--- src/rtl/mem_port_arbiter.sv ---
// Shares one downstream memory port between the fetch and data channels, routing read
// responses back in order. Define ARB_CONFLICT_CNT_EN to enable the conflict-cycle counter.
module mem_port_arbiter #(
    parameter int unsigned MAX_OUTSTANDING = 4,
    parameter int unsigned ADDR_W          = 32
) (
    input  logic              clk,
    input  logic              rst,
    input  logic [ADDR_W-1:0] i_req_addr,
    input  logic              i_req_valid,
    output logic              i_req_ready,
    output logic [31:0]       i_rsp_data,
    output logic              i_rsp_valid,
    input  logic              i_rsp_ready,
    input  logic [ADDR_W-1:0] d_req_addr,
    input  logic              d_req_wen,
    input  logic              d_req_ren,
    input  logic [31:0]       d_req_wdata,
    input  logic [3:0]        d_req_wstrb,
    output logic              d_req_ready,
    output logic [31:0]       d_rsp_data,
    output logic              d_rsp_valid,
    input  logic              d_rsp_ready,
    output logic [ADDR_W-1:0] m_addr,
    output logic              m_wen,
    output logic              m_ren,
    output logic [31:0]       m_wdata,
    output logic [3:0]        m_wstrb,
    input  logic              m_req_ready,
    input  logic [31:0]       m_rsp_data,
    input  logic              m_rsp_valid,
    output logic              m_rsp_ready,
    output logic [31:0]       arb_conflict_cnt
);
    localparam int unsigned PTR_W = (MAX_OUTSTANDING > 1) ? $clog2(MAX_OUTSTANDING) : 1;
    localparam int unsigned CNT_W = PTR_W + 1;

    typedef enum logic [1:0] {IDLE, GRANT_D, GRANT_I} state_t;

    state_t                     state;
    logic [MAX_OUTSTANDING-1:0] owner_mem;
    logic [PTR_W-1:0]           wr_ptr;
    logic [PTR_W-1:0]           rd_ptr;
    logic [CNT_W-1:0]           count;
    logic                       d_pend;
    logic                       room;
    logic                       d_win;
    logic                       i_win;
    logic                       hs;
    logic                       push;
    logic                       pop;
    logic                       fifo_empty;
    logic                       head_d;

    assign d_pend     = d_req_wen | d_req_ren;
    assign room       = (count < CNT_W'(MAX_OUTSTANDING));
    // Writes never occupy a FIFO slot, so only reads wait for room.
    assign d_win      = d_pend & (d_req_wen | room);
    assign i_win      = i_req_valid & room;
    assign hs         = (m_wen | m_ren) & m_req_ready;
    assign push       = hs & m_ren;
    assign fifo_empty = (count == '0);
    assign head_d     = owner_mem[rd_ptr];

    always_comb begin
        m_addr      = '0;
        m_wen       = 1'b0;
        m_ren       = 1'b0;
        m_wdata     = '0;
        m_wstrb     = '0;
        i_req_ready = 1'b0;
        d_req_ready = 1'b0;
        case (state)
            GRANT_D: begin
                m_addr      = d_req_addr;
                m_wen       = d_req_wen;
                m_ren       = d_req_ren;
                m_wdata     = d_req_wdata;
                m_wstrb     = d_req_wstrb;
                d_req_ready = m_req_ready;
            end
            GRANT_I: begin
                m_addr      = i_req_addr;
                m_ren       = 1'b1;
                i_req_ready = m_req_ready;
            end
            default: ;
        endcase
    end

    assign m_rsp_ready = ~fifo_empty & (head_d ? d_rsp_ready : i_rsp_ready);
    assign pop         = m_rsp_valid & m_rsp_ready;
    assign i_rsp_valid = m_rsp_valid & ~fifo_empty & ~head_d;
    assign d_rsp_valid = m_rsp_valid & ~fifo_empty & head_d;
    assign i_rsp_data  = m_rsp_data;
    assign d_rsp_data  = m_rsp_data;

    always_ff @(posedge clk) begin
        if (rst) begin
            state  <= IDLE;
            wr_ptr <= '0;
            rd_ptr <= '0;
            count  <= '0;
        end else begin
            case (state)
                IDLE: begin
                    if (d_win)
                        state <= GRANT_D;
                    else if (i_win)
                        state <= GRANT_I;
                end
                GRANT_D, GRANT_I: begin
                    if (hs)
                        state <= IDLE;
                end
                default: state <= IDLE;
            endcase
            if (push) begin
                owner_mem[wr_ptr] <= (state == GRANT_D);
                wr_ptr            <= wr_ptr + PTR_W'(1);
            end
            if (pop)
                rd_ptr <= rd_ptr + PTR_W'(1);
            case ({push, pop})
                2'b10:   count <= count + CNT_W'(1);
                2'b01:   count <= count - CNT_W'(1);
                default: ;
            endcase
        end
    end

`ifdef ARB_CONFLICT_CNT_EN
    logic [31:0] conflict_q;

    always_ff @(posedge clk) begin
        if (rst)
            conflict_q <= '0;
        else if ((state == IDLE) && d_win && i_req_valid)
            conflict_q <= conflict_q + 32'd1;
    end

    assign arb_conflict_cnt = conflict_q;
`else
    assign arb_conflict_cnt = '0;
`endif

endmodule

--- config.mk ---
export PLATFORM = sky130hd
export DESIGN_NAME = mem_port_arbiter
export DESIGN_NICKNAME = d
export VERILOG_FILES = /design/src/rtl/mem_port_arbiter.sv
export SDC_FILE = /design/constraint.sdc
export NUM_CORES = 1
export LEC_CHECK = 0
export BUFFER_PORTS_ARGS = -buffer_cell sky130_fd_sc_hd__buf_2
export CAP_MARGIN = 20
export CORE_AREA = 2 2 120 122
export DETAILED_ROUTE_END_ITERATION = 6
export DIE_AREA = 0 0 122 124
export GPL_TIMING_DRIVEN = 1
export PLACE_DENSITY = 0.51
export SYNTH_ARGS = -nofsm -noshare
export SYNTH_HDL_FRONTEND = slang
export SYNTH_SLANG_ARGS = --single-unit
--- constraint.sdc ---
create_clock -name clk -period 5 [get_ports clk]
set_clock_uncertainty 0.2 [all_clocks]
set_input_delay 0 -clock clk [delete_from_list [all_inputs] [get_ports clk]]
set_output_delay 0 -clock clk [all_outputs]
set_load 0.03 [all_outputs]
==> flow_summary.yaml <==
worst_setup_path:
  path_max_fanout: 34
  crit_type: "reg2reg"
  crit_path_end_kind: "register"
  start_kind: "register"
  arrival_ps: 2870
  cp_data_required_time_ps: 4980
drt:
  ant_nets: 0
  drt-total-wl_mm: 7.444
  firstDrtPassIters: 5
  drcViolationCount: 0
  viasPerCell: 3.653
  drtIter0Drc: 119
  num_vias: 2265
  wl_per_cell_um: 12.01
sta:
  rsz0062_at_grt: "false"
  final.setup.worst_slack_ps: 2108
  worstMarginPinSlew_ps: 662.1
  final.period_utilization_pct: 57.83
  relSlewSlack_pct: 55.86
  final-setup-viol-count: 0
  hold_violations: 0
  fmax_mhz: 345.8
  finalSetupTns_ps: 0
  fin_crit_ps: 2892
  hold_ws_ps: 19.97
  slew_viol_final: 0
logic_synthesis:
  syn_area_sq_mm: 0.002255
  synthMuxAreaShare_pct: 3.885
  synth-main-ff-cell: "dfxtp_1"
  ys_async_sr_fraction_pct: 0
  synth_top_family_by_area: "buffers and inverters"
  avgSynthCellArea_sq_um: 7.617
  ys_seq_area_share_pct: 13.32
  synth_cell_types: 31
  synth_compound_area_share_pct: 14.32
  synth-seq-cells: 13
  synthXorXnorAreaFrac_pct: 1.165
  synth_edf_count: 4
  syn_inst: 296
  synth_fa_ha_area_share_pct: 5.327
  synth_simple_gate_area_share_pct: 25.36
  yosysWarnings: 0
floorplan:
  die-area_sq_mm: 0.01513
  ios: 312
  die-width_um: 122
  die_h_um: 124
  core.rowCount: 43
  core_area_sq_mm: 0.01372
  initial_core_util_pct: 16.43
cts:
  cts_sinks: 13
  cts_buffers: 3
  cts_tree: "built"
  clk_latency_ps: 240
  htree_levels: 1
  clk_path_buf_depth: 2
  root_buffer: "clkbuf_16"
  path_clk_slew_ps: 50
flow_run:
  cap_violations: 0
run_status:
  run_status: "completed"
final_layout:
  fin_cells: 620
  fillCellCount: 1549
  final_nets: 591
  design_area_sq_mm: 0.003193
  syn_to_final_growth_pct: 41.62
  regArea_sq_um: 300.3
  multiInputGateArea_sq_mm: 0.001251
  drive_gt1_share_pct: 44.09
  antenna_cells: 0
  fin_util_pct: 23.27
pwr:
  ir_worst_vdd_mv: 0.2109
  leakage_nw: 1.626
  powerDensity_mw_per_mm2: 412.7
  power.total_mw: 1.318
grt:
  grt_pass1_wl_mm: 10.47
  antenna_found_initial: 0
  track_usage_pct: 8.507
  grt_pass1_vias: 2020
  grt_start_max_net_pins: 76
  grt-ovfl-total: 0
placement:
  finalWeightedCongestion: 0.7534
  placed_cells: 580
  hpwl_mm: 5.431
  pre_cts_ws_ps: 2093
  io_buffers: 183
  placed_area_sq_mm: 0.002753
hold_path:
  hold_class: "in2reg"
worst max-delay path, cell delays in order (launching register included):
cell	delay (ps)
dfxtp_1	330
inv_1	70
ha_1	200
buf_4	250
a21oi_1	190
nand3b_1	320
ha_1	250
inv_1	60
fa_1	370
xor2_1	150
or3_1	300
a21oi_1	130
cell families after synthesis:
kind of cell    after synthesis
fa+ha+maj                     9
xor+xnor                      3
mux                           8
compound gates               46
other cells                   1
buf+inv                     123
simple gates                 93
flops                        13
cells in the final DEF, fill, tap and decap left out, drive strengths merged, types with 3 or more instances in the layout:
cell type	netlist	final
a21oi	6	6
a22oi	32	32
and2	40	40
buf	96	186
clkbuf	17	3
conb	1	32
dfxtp	9	9
dlygate4sd3	0	36
edfxtp	4	4
ha	8	8
inv	10	10
mux2	3	3
mux2i	5	5
nand3b	3	3
nor2	8	8
nor2b	34	34
nor3b	4	4
layout make-up:
type | count | share of cell area (%)
Multi-Input combinational cell | 191 | 39.18
Clock buffer | 3 | 2.351
Sequential cell | 13 | 9.404
Inverter | 10 | 1.176
Timing Repair Buffer | 222 | 40.67
Clock inverter | 1 | 0.1567
Tap cell | 180 | 7.053
flip-flops by register name, indices dropped and copies added, names as in the netlist:
signal     count
owner_mem      4
state          2
rd_ptr         2
wr_ptr         2
count          3
metal layers:
layer / up-vias / global-route usage [%] / part of all wire (%)
met4: 0 / 0.5029 / 0.16
met3: 2 / 1.603 / 7.8
met2: 137 / 14.49 / 50
met5: - / 0 / 0
met1: 997 / 11.69 / 42
li1: 1129 / - / -
Yosys cell counts (3+ instances only):
library cell / instances / area [sq um]
buf_4: 96 / 720.7
nor3b_1: 4 / 30.03
ha_1: 8 / 100.1
inv_1: 10 / 37.54
nor2_1: 8 / 30.03
nand3b_1: 3 / 22.52
a22oi_1: 32 / 240.2
edfxtp_1: 4 / 120.1
clkbuf_1: 17 / 63.81
mux2i_1: 5 / 50.05
a21oi_1: 6 / 30.03
and2_1: 40 / 250.2
dfxtp_1: 9 / 180.2
nor2b_1: 34 / 212.7
power by group:
group | leakage, nW | internal [mW] | total (mW) | switching, mW
sequential | 0.110 | 0.124 | 0.131 | 0.00722
clock | 0.0409 | 0.106 | 0.152 | 0.0459
combinational | 1.48 | 0.334 | 1.03 | 0.700
total | 1.63 | 0.565 | 1.32 | 0.753
worst paths after layout:
path               startpoint         to  slack, ps  cells past startpoint
hold / removal    d_rsp_ready  rd_ptr[0]         20                      4
setup reg to reg     state[0]   count[2]       2110                     11
hold reg to reg      count[1]   count[1]        320                      2
setup / recovery     state[0]   count[2]       2110                     11
what timing repair did:
item                      CTS  global route
gates resized for setup     0             0
setup buffers               0             0
hold endpoints to repair   72             0
hold buffers               36             0
Note: power is estimated with default switching activity, not from simulation.
